==> src/rtl/bus_arbiter_pkg.sv <==
// Shared definitions for the memory-bus arbiter: active-low levels, FSM states,
// tenure default and index widths.
package bus_arbiter_pkg;

    localparam logic ENABLE_  = 1'b0;
    localparam logic DISABLE_ = 1'b1;

    localparam int unsigned MAX_TENURE_DEF = 16;
    localparam int unsigned OWNER_W        = 2;
    localparam int unsigned TENURE_W       = 8;

    typedef enum logic {
        ARB_IDLE  = 1'b0,
        ARB_GRANT = 1'b1
    } arb_state_e;

endpackage

==> src/rtl/bus_arbiter_rr_pick.sv <==
// Combinational round-robin priority encoder with optional fixed priority for
// requester 0. Requests are active high here.
module bus_arbiter_rr_pick
    import bus_arbiter_pkg::*;
#(
    parameter int unsigned NREQ = 3
) (
    input  logic [NREQ-1:0]    req,
    input  logic [OWNER_W-1:0] rr_ptr,
    input  logic               cpu_prio,
    output logic [OWNER_W-1:0] winner,
    output logic               found
);

    int unsigned idx;

    always_comb begin
        winner = '0;
        found  = 1'b0;
        idx    = 0;
        if (cpu_prio && req[0]) begin
            found = 1'b1;
        end else begin
            // Walk from rr_ptr upward, wrapping; the first requester seen wins.
            for (int unsigned i = 0; i < NREQ; i++) begin
                idx = (32'(rr_ptr) + i) % NREQ;
                if (!found && (|(req & (NREQ'(1) << idx)))) begin
                    found  = 1'b1;
                    winner = OWNER_W'(idx);
                end
            end
        end
    end

endmodule

==> src/rtl/bus_arbiter.sv <==
// Shared memory-bus arbiter: processor at index 0, DMA channels above it.
// Active-low request/grant handshake with tenure preemption and burst lock.
module bus_arbiter
    import bus_arbiter_pkg::*;
#(
    parameter int unsigned NREQ       = 3,
    parameter int unsigned MAX_TENURE = MAX_TENURE_DEF,
    parameter bit          CPU_PRIO   = 1'b1
) (
    input  logic               clk,
    input  logic               reset_,
    input  logic [NREQ-1:0]    req_,
    input  logic [NREQ-1:0]    lock_,
    output logic [NREQ-1:0]    gnt_,
    output logic [OWNER_W-1:0] owner,
    output logic               bus_busy,
    output logic               preempt
);

    arb_state_e          state, state_n;
    logic [TENURE_W-1:0] tenure, tenure_n;
    logic [OWNER_W-1:0]  rr_ptr, rr_n, owner_n;
    logic [NREQ-1:0]     gnt_n;
    logic                busy_n, preempt_n;

    logic [NREQ-1:0]     req;
    logic [NREQ-1:0]     owner_bit;
    logic                owner_req, owner_locked, others_req, timed_out;
    logic [OWNER_W-1:0]  pick_winner;
    logic                pick_found;

    assign req          = ~req_;
    assign owner_bit    = NREQ'(1) << owner;
    assign owner_req    = |(req & owner_bit);
    assign owner_locked = |(~lock_ & owner_bit);
    assign others_req   = |(req & ~owner_bit);
    assign timed_out    = 32'(tenure) >= MAX_TENURE;

    bus_arbiter_rr_pick #(
        .NREQ (NREQ)
    ) rr_pick (
        .req      (req),
        .rr_ptr   (rr_ptr),
        .cpu_prio (CPU_PRIO),
        .winner   (pick_winner),
        .found    (pick_found)
    );

    always_ff @(posedge clk) begin
        if (!reset_) begin
            state    <= ARB_IDLE;
            tenure   <= '0;
            rr_ptr   <= '0;
            gnt_     <= {NREQ{DISABLE_}};
            owner    <= '0;
            bus_busy <= 1'b0;
            preempt  <= 1'b0;
        end else begin
            state    <= state_n;
            tenure   <= tenure_n;
            rr_ptr   <= rr_n;
            gnt_     <= gnt_n;
            owner    <= owner_n;
            bus_busy <= busy_n;
            preempt  <= preempt_n;
        end
    end

    always_comb begin
        state_n   = state;
        tenure_n  = tenure;
        rr_n      = rr_ptr;
        gnt_n     = gnt_;
        owner_n   = owner;
        busy_n    = bus_busy;
        preempt_n = 1'b0;
        unique case (state)
            ARB_IDLE: begin
                gnt_n   = {NREQ{DISABLE_}};
                owner_n = '0;
                busy_n  = 1'b0;
                if (pick_found) begin
                    gnt_n    = ~(NREQ'(1) << pick_winner);
                    owner_n  = pick_winner;
                    busy_n   = 1'b1;
                    tenure_n = TENURE_W'(1);
                    rr_n     = (32'(pick_winner) + 32'd1 == NREQ) ? '0 : pick_winner + 1'b1;
                    state_n  = ARB_GRANT;
                end
            end
            ARB_GRANT: begin
                // Release takes precedence over a coincident timeout.
                if (!owner_req) begin
                    gnt_n   = {NREQ{DISABLE_}};
                    owner_n = '0;
                    busy_n  = 1'b0;
                    state_n = ARB_IDLE;
                end else if (timed_out && !owner_locked && others_req) begin
                    gnt_n     = {NREQ{DISABLE_}};
                    owner_n   = '0;
                    busy_n    = 1'b0;
                    preempt_n = 1'b1;
                    state_n   = ARB_IDLE;
                end else if (tenure != '1) begin
                    tenure_n = tenure + 1'b1;
                end
            end
            default: state_n = ARB_IDLE;
        endcase
    end

endmodule

==> config.mk <==
export PLATFORM = sky130hd
export DESIGN_NAME = bus_arbiter
export DESIGN_NICKNAME = d
export VERILOG_FILES = /design/src/rtl/bus_arbiter_pkg.sv /design/src/rtl/bus_arbiter_rr_pick.sv /design/src/rtl/bus_arbiter.sv
export SDC_FILE = /design/constraint.sdc
export NUM_CORES = 1
export LEC_CHECK = 0
export CORE_UTILIZATION = 45
export DETAILED_ROUTE_END_ITERATION = 8
export PLACE_DENSITY = 0.67
export REMOVE_ABC_BUFFERS = 1
export SETUP_SLACK_MARGIN = 0.3
export SLEW_MARGIN = 30
export SYNTH_ARGS = -nofsm -noshare
export SYNTH_HDL_FRONTEND = slang
export SYNTH_SLANG_ARGS = --single-unit
==> constraint.sdc <==
create_clock -name clk -period 2.2 [get_ports clk]
set_input_delay 0.22 -clock clk [delete_from_list [all_inputs] [get_ports clk]]
set_output_delay 0.22 -clock clk [all_outputs]
set_load 0.05 [all_outputs]
==> results_dict.tcl <==
set metrics [dict create \
    crit_path_end_kind "flip-flop" \
    p_per_area_nw_per_um2 552.8 \
    wirelength_um 2413 \
    place.gp.congestion 0.7684 \
    h-tree-depth 1 \
    fin_nets 155 \
    syn_inst 124 \
    cp_max_fo 8 \
    finalCritPeriodShare 0.8303 \
    r2r_slack_ns 0.37 \
    grt_max_degree 13 \
    p_total_w 0.0007588 \
    cts_sinks 18 \
    die_height_um 52.22 \
    first_global_vias 879 \
    min_from "bus_busy" \
    synthesis.area_um2 1135 \
    drive_gt1_frac 0.1901 \
    fin_crit_ns 1.827 \
    rows 17 \
    antenna_found_initial 0 \
    timing.rr.end "tenure[2]" \
    synth-seq-cells 18 \
    synth-main-ff-cell "dfxtp_1" \
    via_per_inst 5.829 \
    first_pass_iters 4 \
    setup_viol 0 \
    grt_pass1_wl_um 3843 \
    worstPathRequired_ns 2.37 \
    start_kind "flip-flop" \
    clkTransAtPathRegs_ns 0.11 \
    areaGrowthSynthToFinish_pct 20.95 \
    cts_root_buf "clkbuf_4" \
    hold_violations 0 \
    dpl.hpwl_um 1756 \
    fin_util 0.5975 \
    hold_end "bus_busy" \
    ctsHoldBuffers 0 \
    drcViolationCount 0 \
    regToRegStartpoint "owner[0]" \
    cts_setup_buffers 0 \
    final_common_cell "dfxtp_1" \
    relSlewSlack 0.6664 \
    p_leak_nw 0.4909 \
    wl_per_cell_um 14.19 \
    clkLatencyLatePin_ns 0.29 \
    portBuffers 14 \
    finalMaxSlewViolations 0 \
    outcome "complete, no violations" \
    hold_class "flip-flop to flip-flop" \
    min_path_cells 2 \
    final_cell_mix "dfxtp_1 (17), clkdlybuf4s50_1 (13), inv_1 (10)" \
    cp.arrival_ns 2.00 \
    num_vias 991 \
    grt_overflow_total 0 \
    n_antenna_cell 0 \
    fp.coreArea_um2 2297 \
    chipWidth_um 52.22 \
    first_iter_violations 28 \
    async_flop_share 0 \
    tns_ns 0 \
    reg2reg_depth 5 \
    ys_seq_area_frac 0.3175 \
    clock_path_buffers 2 \
    yosysWarnings 0 \
    track_usage 0.1888 \
    fmax_mhz 547.4 \
    cts_buffers 3 \
    synth_area_per_cell_um2 9.152 \
    postRouteAntennaNets 0 \
    criticalPathCategory "flip-flop to flip-flop" \
    ys_types 38 \
    nFillCells 213 \
    pin_count 15 \
    vdd_drop_max_uv 341.9 \
    rsz0062_at_grt "false" \
    worst_pin_slew_ns 0.4996 \
    cts_tree "done" \
    synth_edf_count 0 \
    skew_ns 0.001584 \
    dieArea_um2 2727 \
    initial_core_util 0.4940 \
    drv_cap 0 \
]
## sequential cells by signal, summed over array words and instances, names as in the netlist
register / count
rr_ptr: 2
tenure: 8
bus_busy: 1
gnt_: 3
owner: 2
preempt: 1
state: 1
## final cells by class
class                   instances  area, um^2  share of cell area
inverters                      10       37.54             0.02735
clock buffers                   4       36.28             0.02644
repair buffers                 16       157.7              0.1149
multi-input cells              94       744.5              0.5424
well taps                      28       35.03             0.02552
flip-flops and latches         18       361.6              0.2634
## how the worst max path moves through the flow
stage / start / to / cells after the start / slack, ns
final: owner[0] / tenure[2] / 5 / 0.37
after detailed placement: req_[1] / owner[1] / 6 / 0.14
after global routing: rr_ptr[1] / tenure[2] / 8 / 0.26
after floorplan: owner[0] / tenure[5] / 5 / 0.27
after global placement: req_[1] / owner[1] / 6 / 0.17
after CTS: owner[0] / owner[0] / 1 / 0.32
## where the power goes
part	switching (W)	total [W]	leakage (nW)	internal (W)
Clock	0.000108	0.000209	0.0210	0.000101
Sequential	0.0000170	0.000359	0.147	0.000342
Combinational	0.000116	0.000191	0.323	0.0000752
## critical path, stage by stage (launching register included)
cell	delay [ns]
dfxtp_1	0.49
mux2i_1	0.30
a31o_1	0.26
a22oi_4	0.13
o311ai_1	0.37
o41ai_2	0.15
## logic make-up (layout without fill, tap and decap cells)
family	after synthesis	after routing	synth area share
AND/OR/NAND/NOR	52	52	0.2778
AO/OA/AOI/OAI	30	30	0.2415
flip-flops	18	18	0.3175
buffers and inverters	12	30	0.04741
multiplexers	8	8	0.07167
adder cells (fa/ha/maj)	4	4	0.04410
## synthesized netlist by cell type (all sizes together), types with 2 or more instances
cell type  count  area share
a21oi          8       0.042
a22oi          2       0.030
and2           6       0.033
buf            2       0.014
dfxtp         18        0.32
ha             4       0.044
inv           10       0.033
mux2i          7       0.062
nand2          8       0.026
nand2b         6       0.033
nand3          7       0.031
nor2           5       0.017
nor2b          3       0.017
nor3          10       0.062
nor3b          2       0.013
nor4           2       0.022
o21a           3       0.020
o21ai          5       0.029
o221ai         2       0.015
## stage by stage
| step | setup WS (ns) | area (um^2) | hold WS (ns) | cells |
|---|---|---|---|---|
| finish | 0.3732 | 1373 | 0.4966 | 170 |
| global route | 0.2595 | 1373 | 0.5187 | 170 |
| CTS | 0.3174 | 1355 | 0.5080 | 170 |
| detailed placement | 0.1438 | 1309 | 0.4849 | 166 |
| global placement | 0.1684 | 1309 | 0.4787 | 166 |
| floorplan | 0.2719 | 1119 | 0.3000 | 122 |
## repair_timing
| item | 4_1_cts | 5_1_grt |
|---|---|---|
| resized for setup | 2 | 4 |
| pin swaps | 0 | 0 |
| setup endpoints to repair | 3 | 6 |
## routing by layer
| layer | GRT usage | vias to the layer above | share of wire |
|---|---|---|---|
| met5 | 0 | - | 0 |
| met1 | 0.2487 | 475 | 0.48 |
| met3 | 0.01739 | 2 | 0.039 |
| met2 | 0.3141 | 23 | 0.48 |
| li1 | - | 491 | - |
| met4 | 0.07895 | 0 | 0.0070 |
(Power assumes the default switching activity.)
